[src/rtl/std_fp_mult_seq_4_2_2.sv]
// Sequential unsigned fixed-point shift-add multiplier, Q(INT_WIDTH).(FRAC_WIDTH), go/done handshake.
// Define STD_FP_MULT_ROUND_EN for round-half-up on the discarded fraction; otherwise truncates.
module std_fp_mult_seq_4_2_2 #(
  parameter int WIDTH      = 4,
  parameter int INT_WIDTH  = 2,
  parameter int FRAC_WIDTH = 2
) (
  input  logic             clk,
  input  logic             reset,
  input  logic             go,
  input  logic [WIDTH-1:0] left,
  input  logic [WIDTH-1:0] right,
  output logic [WIDTH-1:0] out_product,
  output logic             out_overflow,
  output logic             done
);

  localparam int IDX_W = (WIDTH > 1) ? $clog2(WIDTH) : 1;
  localparam int AW    = 2 * WIDTH;
  localparam int HI_LSB = AW - INT_WIDTH;  // first raw bit above the result window

  typedef enum logic {
    IDLE = 1'b0,
    RUN  = 1'b1
  } state_e;

  state_e             state_q, state_d;
  logic [IDX_W-1:0]   idx_q, idx_d;
  logic [AW-1:0]      acc_q, acc_d;
  logic [AW-1:0]      mcand_q, mcand_d;
  logic [WIDTH-1:0]   mplier_q, mplier_d;
  logic [WIDTH-1:0]   out_product_q, out_product_d;
  logic               out_overflow_q, out_overflow_d;
  logic               done_q, done_d;

  logic               running, start, zero_op, finished;
  logic [AW-1:0]      acc_next;
  logic [WIDTH-1:0]   res_trunc, res_prod;
  logic               ovf_hi, res_ovf;

  assign running  = (state_q == RUN);
  assign start    = go && !running;
  assign zero_op  = start && ((left == '0) || (right == '0));
  assign finished = running && (idx_q == IDX_W'(WIDTH - 1));

  assign acc_next  = acc_q + (mplier_q[0] ? mcand_q : '0);
  assign res_trunc = WIDTH'(acc_next >> FRAC_WIDTH);
  assign ovf_hi    = |(acc_next >> HI_LSB);

`ifdef STD_FP_MULT_ROUND_EN
  generate
    if (FRAC_WIDTH > 0) begin : g_round
      localparam int RW = WIDTH + 1;
      logic [WIDTH:0] rsum;
      // Carry out of the increment is folded into overflow.
      assign rsum     = {1'b0, res_trunc} + RW'(acc_next[FRAC_WIDTH-1]);
      assign res_prod = rsum[WIDTH-1:0];
      assign res_ovf  = ovf_hi | rsum[WIDTH];
    end else begin : g_noround
      assign res_prod = res_trunc;
      assign res_ovf  = ovf_hi;
    end
  endgenerate
`else
  assign res_prod = res_trunc;
  assign res_ovf  = ovf_hi;
`endif

  always_comb begin
    state_d        = state_q;
    idx_d          = idx_q;
    acc_d          = acc_q;
    mcand_d        = mcand_q;
    mplier_d       = mplier_q;
    out_product_d  = out_product_q;
    out_overflow_d = out_overflow_q;
    done_d         = 1'b0;

    if (!running) begin
      if (zero_op) begin
        out_product_d  = '0;
        out_overflow_d = 1'b0;
        done_d         = 1'b1;
      end else if (start) begin
        acc_d    = '0;
        mcand_d  = AW'(left);
        mplier_d = right;
        idx_d    = '0;
        state_d  = RUN;
      end
    end else if (!go) begin
      // Abort: drop back to idle silently, results untouched.
      state_d = IDLE;
      idx_d   = '0;
    end else begin
      acc_d    = acc_next;
      mcand_d  = mcand_q << 1;
      mplier_d = mplier_q >> 1;
      idx_d    = idx_q + IDX_W'(1);
      if (finished) begin
        out_product_d  = res_prod;
        out_overflow_d = res_ovf;
        done_d         = 1'b1;
        state_d        = IDLE;
        idx_d          = '0;
      end
    end
  end

  always_ff @(posedge clk) begin
    if (reset) begin
      state_q        <= IDLE;
      idx_q          <= '0;
      acc_q          <= '0;
      mcand_q        <= '0;
      mplier_q       <= '0;
      out_product_q  <= '0;
      out_overflow_q <= 1'b0;
      done_q         <= 1'b0;
    end else begin
      state_q        <= state_d;
      idx_q          <= idx_d;
      acc_q          <= acc_d;
      mcand_q        <= mcand_d;
      mplier_q       <= mplier_d;
      out_product_q  <= out_product_d;
      out_overflow_q <= out_overflow_d;
      done_q         <= done_d;
    end
  end

  assign out_product  = out_product_q;
  assign out_overflow = out_overflow_q;
  assign done         = done_q;

endmodule

[config.mk]
export PLATFORM = sky130hd
export DESIGN_NAME = std_fp_mult_seq_4_2_2
export DESIGN_NICKNAME = d
export VERILOG_FILES = /design/src/rtl/std_fp_mult_seq_4_2_2.sv
export SDC_FILE = /design/constraint.sdc
export NUM_CORES = 1
export LEC_CHECK = 0
export CORE_MARGIN = 10
export CORE_UTILIZATION = 35
export DETAILED_ROUTE_END_ITERATION = 6
export PLACE_DENSITY = 0.62
export SYNTH_ARGS = -nofsm -noshare
export SYNTH_HDL_FRONTEND = slang
export SYNTH_SLANG_ARGS = --single-unit
[constraint.sdc]
create_clock -name clk -period 4.45 [get_ports clk]
set_clock_uncertainty 0.2 [all_clocks]
set_input_delay 0.6675 -clock clk [delete_from_list [all_inputs] [get_ports clk]]
set_output_delay 0.6675 -clock clk [all_outputs]
set_load 0.01 [all_outputs]
==> results of run 1 <==
[registers in the layout (all words and copies together), names as in the netlist]
register,cells
done,1
acc_q,8
out_product,4
idx_q,2
running,1
mcand_q,8
mplier_q,4
out_overflow,1
[cell usage in the layout (no fill, tap or decap), types with 3 or more instances in the layout]
cell,count
nand3b_1,3
dfxtp_1,29
nand2_1,12
a211oi_1,3
a211oi_2,6
a22oi_1,10
and2_1,10
a21oi_1,9
clkdlybuf4s50_1,16
o31ai_1,4
mux2i_1,8
ha_1,8
nand3_1,3
o21ai_0,4
nor2_1,22
clkbuf_8,5
clkbuf_1,3
nor3_1,3
[worst paths after layout]
kind | to | depth (start not counted)
hold / removal | out_product[1] | 2
setup / recovery | out_overflow | 8
hold reg to reg | out_product[1] | 2
setup reg to reg | out_overflow | 8
[worst max-delay path: cells and delay by family, from the launching register on]
kind / cells / cell delay [ns]
AO/OA/AOI/OAI: 2 / 0.33
AND/OR/NAND/NOR: 3 / 0.46
multiplexers: 1 / 0.29
flip-flops: 1 / 0.37
adder cells (fa/ha/maj): 2 / 0.64
[routing by layer]
metal	track usage	up-vias	wire length, um
li1	-	648	-
met4	0.0530	0	70
met5	0	-	0
met1	0.122	559	1660
met3	0.0337	4	123
met2	0.149	18	1480
[final cells by class]
type | instances | share of cell area
clock buffers | 8 | 0.0436
inverters | 2 | 0.00409
multi-input cells | 129 | 0.510
flip-flops and latches | 29 | 0.316
well taps | 52 | 0.0354
repair buffers | 17 | 0.0913
[per-stage QoR]
step                instances  instance area [um2]  hold WS (ns)
floorplan                 169                 1570         0.241
global placement          229                 1760         0.249
detailed placement        229                 1760         0.254
CTS                       237                 1840         0.262
global route              237                 1840         0.271
finish                    237                 1840         0.258
[cells by family after synthesis]
group                      Yosys count
muxes                               10
AOI/OAI and AO/OA                   44
and+or+nand+nor                     63
adders and majority gates            9
xor gates and xnor gates             3
DFF                                 29
buffers and inverters               11
[power groups by stage]
stage                     sequential [mW]  clock [mW]  combinational, mW
after detailed placement            0.284           0             0.0598
final                               0.278       0.204             0.0592
after CTS                           0.278       0.212             0.0600
after global placement              0.284           0             0.0593
after global routing                0.280       0.223             0.0654
after floorplan                     0.278           0             0.0433
==> summary.md, run 1 <==
| Metric | Value |
|---|---|
| DR iter-0 viols | `75` |
| # diodes | `0` |
| Yosys warnings | `0` |
| Die Y | `between 80 and 90 um` |
| Final Cycle Share | `0.546` |
| Post-route minimum period | `2.43 ns` |
| Share of post-route cells with drive strength above 1 | `0.0973` |
| Worst Hold Launch | `out_product[1]` |
| Worst-Skew Late Latency | `0.28 ns` |
| Number of port buffers | `16` |
| Async S/R FF share, synth | `0` |
| Clock share of power | `0.377` |
| Clk slew on worst S/H paths | `approximately 0.06 ns` |
| Detail Placement HPWL | `between 2000 and 2500 um` |
| Routed vias/inst | `around 5.2` |
| RSZ-0062 raised after global routing | `no` |
| Count of unique library cells instantiated by Yosys | `39` |
| First-pass GRT wire length | `between 5000 and 6000 um` |
| Register share of total power | `0.513` |
| Hold Path Class | `reg -> reg` |
| Gpl congestion | `around 0.8` |
| Headroom to the max-slew limit | `0.372` |
| Die width | `between 80 and 90 um` |
| Register area | `slightly below 600 um2` |
| Max incr delay on CP | `roughly 0.43 ns` |
| Worst R2R Setup Slack | `just over 2 ns` |
| Post-Synth Simple-Gate Area | `0.217` |
| Seq cells post-synth | `29` |
| CP endpoint kind | `flip-flop` |
| Sw Share | `0.251` |
| Worst path required time | `between 4 and 5 ns` |
| Critical path fanouts, max | `9` |
| Post-synthesis adder-cell area fraction | `0.0764` |
| Std-Cell Rows | `24` |
| DR pass1 iterations | `4` |
| Via Count | `approximately 1200` |
| Post_cts resized | `0` |
| Area share of the largest cell type after synthesis | `0.369` |
| Layout Area Growth over Synthesis | `16.9%` |
| Postcts setup bufs | `0` |
| Die area | `roughly 0.0076 mm2` |
| Initial antenna violation count | `0` |
| Xor and xnor fraction of the mapped netlist area | `0.0167` |
| Initial Utilization | `0.361` |
| Final nets | `between 200 and 250` |
| Largest net degree at the start of global routing | `33` |
| Core Area | `about 0.0044 mm2` |
| Cell Pwr Density | `approximately 300 mW/mm2` |
| Max Cap Viol | `0` |
| Layout Utilization | `0.422` |
| Synth Flop Type | `dfxtp_1` |
| Final setup viols | `0` |
| R2r startpoint | `mplier_q[0]` |
| Max Transition Viols Final | `0` |
| Synth Area in Compound Gates | `0.220` |
| Outcome | `finished, final reports clean` |
| Clock buffers created by TritonCTS | `5` |
| Crit path kind | `reg -> reg` |
| Fmax | `just over 400 MHz` |
| Sequential-to-total area share from yosys stat | `0.369` |
| Setup TNS | `0 ns` |
| Vias in the first global route | `between 1000 and 1500` |
| Final WS setup | `slightly above 2 ns` |
| Final hold violations | `0` |
| CTS Sinks | `29` |
| Mapped Area | `roughly 0.0016 mm2` |
| Multi-input logic area | `approximately 940 um2` |
| Internal Pwr Total | `0.405 mW` |
| Post-detailed-route wirelength per cell | `approximately 14 um` |
| DRC | `0` |
| Clk root buf | `clkbuf_8` |
| Total track usage | `0.0994` |
| Worst-Margin Slew | `around 0.94 ns` |
| Main area contributors after synthesis | `dfxtp_1 (37%), ha_1 (6.4%), nor2_1 (5.3%), mux2i_1 (5.1%), a211oi_2 (4.8%)` |
| Peak supply drop | `118 uV` |
| Post-synth EDFFs | `0` |
| CP cell instances | `and2_1 > ha_1 > fa_1 > a211oi_1 > nor2_1 > mux2_2 > nor3_1 > a221oi_1` |
| Pre-CTS setup slack | `1.72 ns` |
| Synth top cells by count | `dfxtp_1 (29), nor2_1 (22), nand2_1 (12), a22oi_1 (10), and2_1 (10)` |
| Post-Route WL | `roughly 3300 um` |
| Switching power | `0.136 mW` |
| Hold-fix buffer count after cts | `0` |
| Most common cell in the netlist | `dfxtp_1` |
| CTS tree | `yes` |
| Post-synth top area cell | `dfxtp_1` |
| Final Total Pwr | `0.542 mW` |
| Worst path arrival time | `between 2 and 2.5 ns` |
| Filler Cells Inserted | `440` |
| CP max-delay cell | `fa_1` |
| Main combinational cell family by area after synthesis | `compound AO/OA/AOI/OAI gates` |
| Deepest clock path buffer count | `2` |
| Crit path launch | `mplier_q[0]` |
| Avg Cell Area, Syn | `about 9.3 um2` |
| CP Launch Type | `flip-flop` |
| Cells after Synth | `about 170` |
| Number of nets with antenna violations after routing | `0` |
| Htree depth | `2` |
| Static Leak | `0.675 nW` |
| Total gr overflow | `0` |
| Syn nets | `189` |
| Number of I/O pins | `17` |
| Post-synthesis mux area share | `0.0653` |
| Comb pwr share | `0.109` |
Note: power is estimated with default switching activity, not from simulation.
==> run 2: changes to the inputs <==
- clock period: 4.45 -> 2.5 ns (I/O delays scaled with it)
==> run 2 against run 1 <==
Fmax up 5.7%; critical path depth unchanged; die area unchanged; sequential power grew 75%; global-route usage grew 0.18 points; via count increased by 4.9%; utilization grew 2.2 points; cell count rose by 2.5%; critical path type unchanged; largest power group unchanged.
==> summary.md, run 2 (synthesis gave the netlist of run 1 again) <==
| Metric | Value |
|---|---|
| Vias in the first global route | `around 1300` |
| Total track usage | `0.101` |
| Hold-fix buffer count after cts | `0` |
| Layout Area Growth over Synthesis | `22.9%` |
| Critical path fanouts, max | `3` |
| Peak supply drop | `~190 uV` |
| Initial Utilization | `0.361` |
| Cell Pwr Density | `between 500 and 600 mW/mm2` |
| Clock share of power | `0.408` |
| Final setup viols | `0` |
| Max Transition Viols Final | `0` |
| Hold Path Depth | `2` |
| RSZ-0062 raised after global routing | `no` |
| Internal Pwr Total | `between 0.7 and 0.8 mW` |
| Most common cell after layout, fill and taps aside | `dfxtp_1` |
| Crit path kind | `reg -> reg` |
| Worst-Margin Slew | `between 0.6 and 0.7 ns` |
| Htree depth | `2` |
| Deepest clock path buffer count | `2` |
| Max Cap Viol | `0` |
| Die Y | `roughly 87 um` |
| Fmax | `~440 MHz` |
| DR pass1 iterations | `4` |
| Hold WS | `about 0.26 ns` |
| Layout Utilization | `0.443` |
| Via Count | `approximately 1300` |
| Comb pwr share | `0.123` |
| Worst Hold Launch | `out_product[1]` |
| Number of I/O pins | `17` |
| Postcts setup bufs | `0` |
| Cell area after layout | `~0.0019 mm2` |
| CTS Sinks | `29` |
| Worst path required time | `approximately 2.4 ns` |
| First-pass GRT wire length | `between 6000 and 7000 um` |
| Hold Path Class | `reg -> reg` |
| CP endpoint kind | `flip-flop` |
| Number of port buffers | `16` |
| Largest net degree at the start of global routing | `19` |
| CTS tree | `yes` |
| Clock buffers created by TritonCTS | `5` |
| DRC | `0` |
| Initial antenna violation count | `0` |
| Final nets | `210` |
| Detail Placement HPWL | `about 2600 um` |
| Gpl congestion | `between 0.8 and 0.9` |
| Hold endpoint | `out_product[1]` |
| FF-to-FF End | `out_overflow` |
| Reg2Reg Depth | `8` |
| Post-route minimum period | `2.30 ns` |
| Worst path arrival time | `roughly 2.2 ns` |
| Post_cts resized | `0` |
| Final Cycle Share | `0.919` |
| DP Area | `0.00181 mm2` |
| Headroom to the max-slew limit | `0.553` |
| Die area | `0.00757 mm2` |
| DR iter-0 viols | `between 50 and 60` |
| Register share of total power | `0.469` |
| Switching power | `0.254 mW` |
| Post-Route WL | `around 3500 um` |
| Die width | `around 87 um` |
| Filler Cells Inserted | `about 450` |
| Clk slew on worst S/H paths | `0.06 ns` |
| CP Launch Type | `flip-flop` |
| Final hold violations | `0` |
| Crit path launch | `mcand_q[0]` |
| Sw Share | `0.245` |
| Total gr overflow | `0` |
| Share of post-route cells with drive strength above 1 | `0.152` |
| Core Area | `about 0.0044 mm2` |
| Post-detailed-route wirelength per cell | `around 14 um` |
| Worst-Skew Late Latency | `~0.28 ns` |
| Routed vias/inst | `about 5.3` |
| Commonest non-fill, non-tap cells in the layout | `dfxtp_1 (29), nor2_1 (22), clkdlybuf4s50_1 (16)` |
| R2r startpoint | `mcand_q[0]` |
| # diodes | `0` |
| Clk root buf | `clkbuf_8` |
| Std-Cell Rows | `24` |
| Static Leak | `about 0.72 nW` |
| Biggest regs | `acc_q: 8 flops, mcand_q: 8 flops` |
| Worst R2R Setup Slack | `0.20 ns` |
| Setup TNS | `0 ns` |
| Outcome | `finished, final reports clean` |
| Number of nets with antenna violations after routing | `0` |
run 2: metal layers:
layer	vias to the layer above	share of wire	track usage
li1	658	-	-
met5	-	0	0
met1	595	0.47	0.124
met2	28	0.46	0.153
met4	0	0.028	0.0663
met3	8	0.047	0.0253
run 2: power by group through the flow:
stage	Combinational [mW]	Clock [mW]	Sequential, mW
2_1_floorplan	0.0771	0	0.495
3_3_place_gp	0.126	0	0.497
3_5_place_dp	0.127	0	0.497
4_1_cts	0.127	0.438	0.487
5_1_grt	0.140	0.468	0.489
6_report	0.127	0.423	0.487
run 2: how the worst max path moves through the flow:
stage               depth (start not counted)  slack, ns           end
floorplan                                   8       0.25  out_overflow
global placement                            6       0.07   mplier_q[0]
detailed placement                          6       0.04   mplier_q[0]
CTS                                         8       0.16  out_overflow
global route                                8       0.03  out_overflow
finish                                      8       0.20  out_overflow
run 2: per-stage QoR:
step / power (mW) / worst slack [ns] / std cells
after global placement: 0.623 / 0.0689 / 235
final: 1.04 / 0.203 / 243
after detailed placement: 0.624 / 0.0383 / 235
after floorplan: 0.572 / 0.255 / 169
after global routing: 1.10 / 0.0342 / 243
after CTS: 1.05 / 0.157 / 243
run 2: layout make-up:
| type | instances | area (um2) | share of cell area |
|---|---|---|---|
| inverter | 2 | 7.51 | 0.00389 |
| clock buffer | 7 | 96.3 | 0.0499 |
| sequential | 29 | 581 | 0.301 |
| timing repair buffer | 23 | 225 | 0.117 |
| clock inverter | 1 | 5.00 | 0.00259 |
| multi-input combinational | 129 | 951 | 0.493 |
| tap | 52 | 65.1 | 0.0337 |
run 2: critical path, stage by stage, from the launching register on:
cell and delay (ns):
dfxtp_1 0.32, and2_1 0.15, ha_1 0.20, fa_2 0.37, a211oi_1 0.22, nor2_1 0.10, mux2_2 0.29, nor3_1 0.18
a221oi_1 0.09
==> run 3: changes to the inputs <==
- CELL_PAD_IN_SITES_DETAIL_PLACEMENT: default -> 0
- CELL_PAD_IN_SITES_GLOBAL_PLACEMENT: default -> 1
- PLACE_DENSITY: 0.62 -> 0.74
==> run 3 against run 2 <==
Die area is the same; setup slack worse by 0.016 ns; cell count up 0.41%; clock power decreased by 14%; combinational power down 5%; sequential power is 0.8% higher; utilization is 0.89 points lower; cell area fell by 2.0%; fmax is 0.71% lower; largest power group unchanged.
==> summary.md, run 3 (synthesis gave the netlist of run 1 again) <==
| Metric | Value |
|---|---|
| Outcome | `finished, final reports clean` |
| CTS tree | `yes` |
| Most common cell after layout, fill and taps aside | `dfxtp_1` |
| Post-detailed-route wirelength per cell | `14.6 um` |
| Layout Utilization | `0.434` |
| Number of I/O pins | `17` |
| Final hold violations | `0` |
| Final setup viols | `0` |
| RSZ-0062 raised after global routing | `yes` |
| Commonest non-fill, non-tap cells in the layout | `dfxtp_1 (29), nor2_1 (22), clkdlybuf4s50_1 (16)` |
| Final WS setup | `~0.19 ns` |
| Gpl congestion | `about 0.91` |
| CP cell instances | `and2_1 > ha_1 > fa_1 > a211oi_1 > nor2_1 > mux2_2 > nor3_1 > a221oi_1` |
| Cell area after layout | `0.00189 mm2` |
| Number of nets with antenna violations after routing | `0` |
| Number of port buffers | `16` |
| Worst path required time | `2.44 ns` |
| Hold WS | `approximately 0.26 ns` |
| Peak supply drop | `327 uV` |
| Max incr delay on CP | `0.40 ns` |
| Final Cycle Share | `0.925` |
| Clk root buf | `clkbuf_8` |
| Static Leak | `0.715 nW` |
| Largest net degree at the start of global routing | `33` |
| Routed vias/inst | `5.26` |
| Hold Path Depth | `2` |
| Total track usage | `0.104` |
| Cell Pwr Density | `~520 mW/mm2` |
| Max Transition Viols Final | `0` |
| First-pass GRT wire length | `slightly above 6000 um` |
| Die area | `0.00757 mm2` |
| Hold Path Class | `reg -> reg` |
| # diodes | `0` |
| Via Count | `~1300` |
| Crit path kind | `reg -> reg` |
| DR pass1 iterations | `6` |
| Total gr overflow | `0` |
| Std-Cell Rows | `24` |
| Post-route minimum period | `between 2 and 2.5 ns` |
| CP max-delay cell | `fa_1` |
| Die Y | `87.0 um` |
| CTS Sinks | `29` |
| Fin cells | `~240` |
| Post-Route WL | `3560 um` |
| Initial Utilization | `0.361` |
| CP Launch Type | `flip-flop` |
| Fmax | `about 430 MHz` |
| Deepest clock path buffer count | `2` |
| DP Area | `0.00181 mm2` |
| Share of post-route cells with drive strength above 1 | `0.141` |
| Layout Area Growth over Synthesis | `20.4%` |
| CP endpoint kind | `flip-flop` |
| Setup TNS | `0 ns` |
| Worst-Skew Late Latency | `about 0.28 ns` |
| DR iter-0 viols | `100` |
| Detail Placement HPWL | `around 2700 um` |
| Die width | `a little under 90 um` |
| Final nets | `approximately 210` |
| Worst-Margin Slew | `between 0.7 and 0.8 ns` |
| Critical path fanouts, max | `3` |
| Initial antenna violation count | `0` |
| Dpl cells | `236` |
| Core Area | `around 0.0044 mm2` |
| Number of cells on the critical path | `8` |
| Postcts setup bufs | `0` |
| Htree depth | `2` |
| Vias in the first global route | `around 1300` |
| Final Total Pwr | `between 0.9 and 1 mW` |
| Post_cts resized | `0` |
| Reg2Reg Depth | `8` |
| Pre-CTS setup slack | `just under 0.005 ns` |
| Worst path arrival time | `~2.3 ns` |
| Clk slew on worst S/H paths | `roughly 0.06 ns` |
| DRC | `0` |
| Buf/Inv on CP | `0` |
| Biggest regs | `acc_q: 8 flops, mcand_q: 8 flops` |
| CP delay by family, top | `adder cells` |
| Max Cap Viol | `0` |
| Hold-fix buffer count after cts | `0` |
| Clock buffers created by TritonCTS | `5` |
| Headroom to the max-slew limit | `0.523` |
run 3: cell types whose count changed in the layout (fill, tap and decap cells not counted), sizes merged:
cell / delta
buf: +1
clkbuf: -1
clkinv: +1
run 3: metal layers:
| layer | global-route usage | part of all wire |
|---|---|---|
| met1 | 0.124 | 0.46 |
| met2 | 0.168 | 0.48 |
| met3 | 0.0328 | 0.051 |
| met4 | 0.0398 | 0.0090 |
| met5 | 0 | 0 |
run 3: path summary, 6_finish.rpt:
kind	startpoint	slack, ns	end
worst max-delay path	mcand_q[0]	0.19	out_overflow
worst min-delay path	out_product[1]	0.26	out_product[1]
worst max register to register	mcand_q[0]	0.19	out_overflow
worst min register to register	out_product[1]	0.26	out_product[1]
run 3: area by class of cell:
cell class / instances / area (um2)
clock inverters: 2 / 10.0
inverters: 2 / 7.51
clock buffers: 6 / 72.6
well taps: 52 / 65.1
flip-flops and latches: 29 / 581
repair buffers: 24 / 220
multi-input cells: 129 / 936
fillers: 411 / 2460
run 3: power breakdown:
group          switching (mW)  internal (mW)
Sequential             0.0142          0.476
Clock                   0.171          0.192
Combinational          0.0656         0.0557
run 3: worst reg2reg max path: stages, from the launching register on:
cell      delay, ns
dfxtp_1        0.32
and2_1         0.15
ha_1           0.20
fa_1           0.40
a211oi_1       0.21
nor2_1         0.11
mux2_2         0.29
nor3_1         0.19
a221oi_1       0.10
